--- src/rtl/riscv_pkg.sv ---
// Shared RISC-V pipeline definitions: datapath widths, the canonical NOP,
// and the fetch-stage state encoding.
package riscv_pkg;

  localparam int unsigned XLEN   = 32;
  localparam int unsigned IFID_W = 64;

  // addi x0, x0, 0
  localparam logic [XLEN-1:0] NOP_INSTR = 32'h0000_0013;

  typedef enum logic {
    FETCH,
    DROP
  } if_state_t;

  // IF/ID bubble carrying a given pc tag
  function automatic logic [IFID_W-1:0] ifid_bubble(input logic [XLEN-1:0] pc);
    return {pc, NOP_INSTR};
  endfunction

endpackage

--- src/rtl/if_skid_buffer.sv ---
// One-entry holding register for an instruction word that came back from the
// icache while decode was stalled. load takes priority over clear so the entry
// can be drained and refilled in the same cycle.
import riscv_pkg::*;

module if_skid_buffer (
  input  logic            clk,
  input  logic            reset,
  input  logic            clear,
  input  logic            load,
  input  logic [XLEN-1:0] in_pc,
  input  logic [XLEN-1:0] in_data,
  output logic            buf_valid,
  output logic [XLEN-1:0] buf_pc,
  output logic [XLEN-1:0] buf_data
);

  // Capture, hold or drop the single buffered word
  always_ff @(posedge clk) begin
    if (reset) begin
      buf_valid <= 1'b0;
      buf_pc    <= '0;
      buf_data  <= '0;
    end else if (load) begin
      buf_valid <= 1'b1;
      buf_pc    <= in_pc;
      buf_data  <= in_data;
    end else if (clear) begin
      buf_valid <= 1'b0;
    end
  end

endmodule

--- src/rtl/if_fetch_stage.sv ---
// Instruction-fetch stage: owns the PC, drives the icache request and fills
// the IF/ID register. Handles stalls, EX redirects and multi-cycle misses,
// including a redirect that lands while a miss is outstanding (DROP state).
// Optional feature: define IF_SKID_EN to keep a word returned during a stall.
import riscv_pkg::*;

module if_fetch_stage #(
  parameter logic [31:0] RESET_PC = 32'h0000_0000,
  parameter logic [31:0] PC_STEP  = 32'd4
) (
  input  logic        clk,
  input  logic        reset,
  input  logic        stall_i,
  input  logic        flush_i,
  input  logic [31:0] target_pc_i,
  output logic        imem_req_o,
  output logic [31:0] imem_addr_o,
  input  logic [31:0] imem_rdata_i,
  input  logic        imem_ready_i,
  output logic [63:0] if_out,
  output logic        if_valid_o,
  output logic        fetch_busy_o
);

  if_state_t   state;
  logic [31:0] pc;
  logic [31:0] fetch_addr;
  logic [31:0] next_addr;

  logic        skid_valid;
  logic [31:0] skid_pc;
  logic [31:0] skid_data;

  assign next_addr    = fetch_addr + PC_STEP;
  // Request is live in every non-reset cycle; reset abandons any pending miss
  assign imem_req_o   = ~reset;
  assign imem_addr_o  = fetch_addr;
  assign fetch_busy_o = ~reset & ((state == DROP) | ~imem_ready_i);

`ifdef IF_SKID_EN
  logic skid_load;
  logic skid_clear;

  // Capture during a stall if empty; refill while draining so hits keep streaming
  always_comb begin
    skid_load  = 1'b0;
    skid_clear = flush_i;
    if (state == FETCH && !flush_i) begin
      skid_load = imem_ready_i & (stall_i ? ~skid_valid : skid_valid);
      if (!stall_i && skid_valid) skid_clear = 1'b1;
    end
  end

  if_skid_buffer u_skid (
    .clk       (clk),
    .reset     (reset),
    .clear     (skid_clear),
    .load      (skid_load),
    .in_pc     (fetch_addr),
    .in_data   (imem_rdata_i),
    .buf_valid (skid_valid),
    .buf_pc    (skid_pc),
    .buf_data  (skid_data)
  );
`else
  assign skid_valid = 1'b0;
  assign skid_pc    = '0;
  assign skid_data  = '0;
`endif

  // Fetch FSM: PC/fetch-address update and registered IF/ID outputs
  always_ff @(posedge clk) begin
    if (reset) begin
      state      <= FETCH;
      pc         <= RESET_PC;
      fetch_addr <= RESET_PC;
      if_out     <= ifid_bubble('0);
      if_valid_o <= 1'b0;
    end else begin
      case (state)
        FETCH: begin
          if (flush_i) begin
            pc         <= target_pc_i;
            if_out     <= ifid_bubble('0);
            if_valid_o <= 1'b0;
            if (imem_ready_i) fetch_addr <= target_pc_i;
            else              state      <= DROP;
          end else if (stall_i) begin
`ifdef IF_SKID_EN
            if (skid_load) begin
              pc         <= next_addr;
              fetch_addr <= next_addr;
            end
`endif
          end else if (skid_valid) begin
            // Buffered word goes first; a same-cycle return refills the buffer
            if_out     <= {skid_pc, skid_data};
            if_valid_o <= 1'b1;
            if (imem_ready_i) begin
              pc         <= next_addr;
              fetch_addr <= next_addr;
            end
          end else if (imem_ready_i) begin
            if_out     <= {fetch_addr, imem_rdata_i};
            if_valid_o <= 1'b1;
            pc         <= next_addr;
            fetch_addr <= next_addr;
          end else begin
            if_out     <= ifid_bubble(fetch_addr);
            if_valid_o <= 1'b0;
          end
        end
        DROP: begin
          // Stale request stays on the bus until the icache completes it
          if_valid_o <= 1'b0;
          if (flush_i) pc <= target_pc_i;
          if (imem_ready_i) begin
            fetch_addr <= flush_i ? target_pc_i : pc;
            state      <= FETCH;
          end
        end
        default: state <= FETCH;
      endcase
    end
  end

endmodule

--- config.mk ---
export PLATFORM = sky130hd
export DESIGN_NAME = if_fetch_stage
export DESIGN_NICKNAME = d
export VERILOG_FILES = /design/src/rtl/riscv_pkg.sv /design/src/rtl/if_skid_buffer.sv /design/src/rtl/if_fetch_stage.sv
export SDC_FILE = /design/constraint.sdc
export NUM_CORES = 1
export LEC_CHECK = 0
export BUFFER_PORTS_ARGS = -buffer_cell sky130_fd_sc_hd__buf_4
export CORE_UTILIZATION = 38
export DETAILED_ROUTE_END_ITERATION = 6
export GPL_TIMING_DRIVEN = 0
export PLACE_DENSITY = 0.67
export SLEW_MARGIN = 10
export SYNTH_ARGS = -nofsm -noshare
export SYNTH_HDL_FRONTEND = slang
export SYNTH_HIERARCHICAL = 1
export SYNTH_SLANG_ARGS = --single-unit
export TNS_END_PERCENT = 5
--- constraint.sdc ---
create_clock -name clk -period 2.3 [get_ports clk]
set_clock_uncertainty 0.15 [all_clocks]
set_input_delay 0.46 -clock clk [delete_from_list [all_inputs] [get_ports clk]]
set_output_delay 0.46 -clock clk [all_outputs]
set_load 0.02 [all_outputs]
==> PnR_summary.wiki <==
{| class="wikitable"
! Metric !! Value
|-
| Synth top area share || 43.1%
|-
| Worst setup SP type || primary input
|-
| Antenna violations before repair || 0
|-
| Setup Slack @ Placement || -0.504 ns
|-
| Number of buffer and inverter stages on the critical path || 4
|-
| Maximum clock frequency || 425 MHz
|-
| Number of CTS-inserted buffers || 17
|-
| Average instance area after synthesis || 8.23 µm²
|-
| Overall fraction of global-route tracks in use || 27.4%
|-
| Clock tree from TritonCTS || built
|-
| EDFF count, synth || 0
|-
| Cell taking the most area after synthesis || sky130_fd_sc_hd__dfxtp_1
|-
| Count of yosys warnings during synthesis || 6
|-
| Leak || 3.39 nW
|-
| Worst setup margin || -0.0520 ns
|-
| Class of the tightest hold or removal check || in2reg
|-
| Pin count of the biggest net entering global routing || 17
|-
| Clock network fraction of total power || 45.7%
|-
| Total of endpoints with negative setup slack in the final report || 2
|-
| Overall Power || 6.22 mW
|-
| IO Port Bufs || 165
|-
| Filler cells || 1461
|-
| Clock-pin slew on the worst setup and hold paths || 0.06 ns
|-
| Weighted congestion reported at the end of routability-driven placement || 0.932
|-
| Outcome || complete, but fails checks
|-
| Clk_lat worst skew || 0.43 ns
|-
| Layout Area Growth over Synthesis || 37.6%
|-
| Type of destination of the critical path || output pin
|-
| Sequential Power Share || 39.8%
|-
| Arrival time at the worst endpoint || 1.74 ns
|-
| Horizontal die dimension || 128 µm
|-
| DRC marker count from the first detailed-route iteration || 662
|-
| Vertical die dimension || 128 µm
|-
| Final antenna-violating net count || 0
|-
| Unrepaired setup endpoints after global routing || yes
|-
| Proportion of synthesized flip-flops having asynchronous set or reset || 0%
|-
| Core area || 15400 µm²
|-
| Top post-synthesis cells by area || sky130_fd_sc_hd__dfxtp_1, sky130_fd_sc_hd__a22oi_1, sky130_fd_sc_hd__nor2_1
|-
| Total detailed-routing wirelength || 22.2 mm
|-
| Final cell area excluding filler cells || 8310 µm²
|-
| Root cell of the clock tree || sky130_fd_sc_hd__clkbuf_16
|-
| Clock net sink count || 130
|-
| Peak fanout along the critical path || 10
|-
| Placed inst area || 7550 µm²
|-
| Cell with the most instances after synthesis || sky130_fd_sc_hd__dfxtp_1
|-
| Worst slew margin || 51.3%
|-
| H-tree depth reported by CTS || 4
|-
| Main flop type after synthesis || sky130_fd_sc_hd__dfxtp_1
|-
| Most frequent CP cell || sky130_fd_sc_hd__clkbuf_1
|-
| Synthesized Nets || 804
|-
| Max stage delay cell, worst path || sky130_fd_sc_hd__clkbuf_1
|-
| Minimum clock period || 2.35 ns
|-
| Power density cells || 748 nW/µm²
|-
| Vias per cell || 5.73
|-
| Worst-margin pin slew || 0.730 ns
|-
| Max Cap Viol || 0
|-
| Required arrival time at the worst endpoint || 1.69 ns
|-
| Violated checks || setup timing
|-
| Power Internal || 4.46 mW
|-
| Delay of the slowest cell on the worst path || 0.37 ns
|-
| First-pass GRT wire length || 33.9 mm
|-
| Reg2reg setup slack || 0.02 ns
|-
| Fin. Hold Viols || 0
|-
| Initial standard-cell utilization of the core || 39.3%
|-
| DRC violations left || 0
|-
| I/O pin total || 168
|-
| Share of the cycle needed by the critical path after routing || 102%
|-
| Hold_ws || 0.126 ns
|-
| Count of antenna diodes in the layout || 0
|-
| Count of pins over their slew limit || 0
|-
| Die outline area || 16400 µm²
|-
| Via Count || 6592
|-
| Number of instances in the synthesized netlist || 734
|-
| Sum of negative setup slack || -0.0692 ns
|-
| Combinational Power Share || 14.5%
|-
| Maximum root-to-sink buffer count || 2
|-
| Category of the most critical setup path || in2out
|-
| Worst-case vdd ir drop || 0.529 mV
|-
| Global route total overflow || 0
|-
| Crit-path leading delay family || buffers and inverters
|-
| Commonest cells in the synthesized netlist || sky130_fd_sc_hd__dfxtp_1, sky130_fd_sc_hd__nor2_1, sky130_fd_sc_hd__a22oi_1
|-
| Share of final-layout standard cells stronger than drive strength 1 || 28.4%
|-
| Number of iterations in the first detailed-routing pass || 7
|-
| Final net count || 996
|-
| Post-synthesis cell area || 6040 µm²
|-
| Share of synthesized area occupied by flip-flops and latches || 43.1%
|-
| Cell-by-cell trace of the critical path || clkbuf_1 -> clkinv_2 -> clkbuf_1 -> buf_4
|-
| Switching power || 1.76 mW
|-
| Row count || 45
|-
| Via count of the first global-routing pass || 6048
|-
| Switching power as a share of total power || 28.2%
|-
| Count of state elements after synthesis || 130
|-
| HPWL reported at the end of detailed placement || 15.5 mm
|-
| Average wire per cell in the routed design || 19.3 µm
|-
| Netlist cell types || 64
|}
area by class of cell:
type | instances | area [µm²] | share of cell area, %
inverters | 8 | 35.0 | 0.421
repair buffers | 174 | 1310 | 15.8
clock inverters | 14 | 178 | 2.14
well taps | 211 | 264 | 3.18
flip-flops and latches | 130 | 2610 | 31.4
clock buffers | 18 | 439 | 5.28
multi-input cells | 527 | 3160 | 38.0
plain buffers | 68 | 320 | 3.85
logic make-up after synthesis:
| logic type | count (synthesis) | synth area share [%] |
|---|---|---|
| mux | 9 | 1.57 |
| xor+xnor | 15 | 2.17 |
| fa+ha+maj | 1 | 0.207 |
| compound gates | 219 | 24.7 |
| simple gates | 283 | 23.0 |
| buf+inv | 77 | 5.26 |
| flops | 130 | 43.1 |
sequential cells by signal, summed over array words and instances (netlist names):
name and count:
imem_addr_o 32, pc 32, if_out 64, if_valid_o 1, state 1
cells in the final DEF, fill, tap and decap left out, types with 4 or more instances in the layout:
master	n
sky130_fd_sc_hd__buf_4	176
sky130_fd_sc_hd__dfxtp_1	126
sky130_fd_sc_hd__nor2_1	110
sky130_fd_sc_hd__a22oi_1	62
sky130_fd_sc_hd__nand2_1	59
sky130_fd_sc_hd__clkbuf_1	37
sky130_fd_sc_hd__o21ai_0	37
sky130_fd_sc_hd__a21oi_1	34
sky130_fd_sc_hd__a31oi_1	19
sky130_fd_sc_hd__a211oi_1	17
sky130_fd_sc_hd__clkbuf_16	17
sky130_fd_sc_hd__nor3_1	16
sky130_fd_sc_hd__nand3_1	16
sky130_fd_sc_hd__and3_1	13
sky130_fd_sc_hd__nand4_1	12
sky130_fd_sc_hd__buf_2	11
sky130_fd_sc_hd__clkbuf_2	11
sky130_fd_sc_hd__and2_1	10
sky130_fd_sc_hd__xnor2_1	9
sky130_fd_sc_hd__o221ai_1	7
sky130_fd_sc_hd__inv_1	6
sky130_fd_sc_hd__xor2_1	6
sky130_fd_sc_hd__or3_1	6
sky130_fd_sc_hd__a311oi_1	6
sky130_fd_sc_hd__nor4_1	6
sky130_fd_sc_hd__clkinvlp_4	5
sky130_fd_sc_hd__nand2b_1	5
sky130_fd_sc_hd__o21a_1	5
sky130_fd_sc_hd__mux2i_1	5
sky130_fd_sc_hd__and4_1	4
sky130_fd_sc_hd__nor4_2	4
sky130_fd_sc_hd__mux2_2	4
sky130_fd_sc_hd__o31ai_1	4
sky130_fd_sc_hd__inv_6	4
routing by layer:
metal,global-route usage (%),up-vias,share of wire [%]
met1,35.6,3098,42
li1,-,3072,-
met4,11.1,0,2.9
met2,42.6,369,45
met5,0,-,0
met3,7.85,53,10
power by group through the flow:
stage	registers [mW]	clock network, mW	logic (mW)
floorplan	2.56	0	0.423
global placement	2.52	0	0.861
detailed placement	2.52	0	0.865
CTS	2.47	2.86	0.872
global route	2.49	2.98	0.966
finish	2.48	2.84	0.900
repair_timing:
action / in CTS / in global routing
cloned: 0 / 0
pin swaps: 3 / 2
hold buffers: 0 / 0
endpoints found under the setup margin: 88 / 68
resized for setup: 18 / 27
setup buffers: 3 / 6
hold endpoints to repair: 0 / 0
stage by stage:
stage          util [%]  std cells
3_3_place_gp       49.1       1110
3_5_place_dp       49.1       1110
2_1_floorplan         -        734
4_1_cts            53.5       1144
5_1_grt            54.1       1150
6_report           54.1       1150
worst paths after layout:
path / startpoint / to / depth (start not counted)
worst min-delay path: imem_ready_i / state$_SDFF_PP0_ / 2
worst max-delay path: reset / imem_req_o / 4
worst max register to register: imem_addr_o[4]$_SDFFE_PP0P_ / imem_addr_o[25]$_SDFFE_PP0P_ / 7
worst min register to register: pc[0]$_SDFFE_PP0P_ / pc[0]$_SDFFE_PP0P_ / 2
No activity file was read; power rests on OpenSTA's default activity.
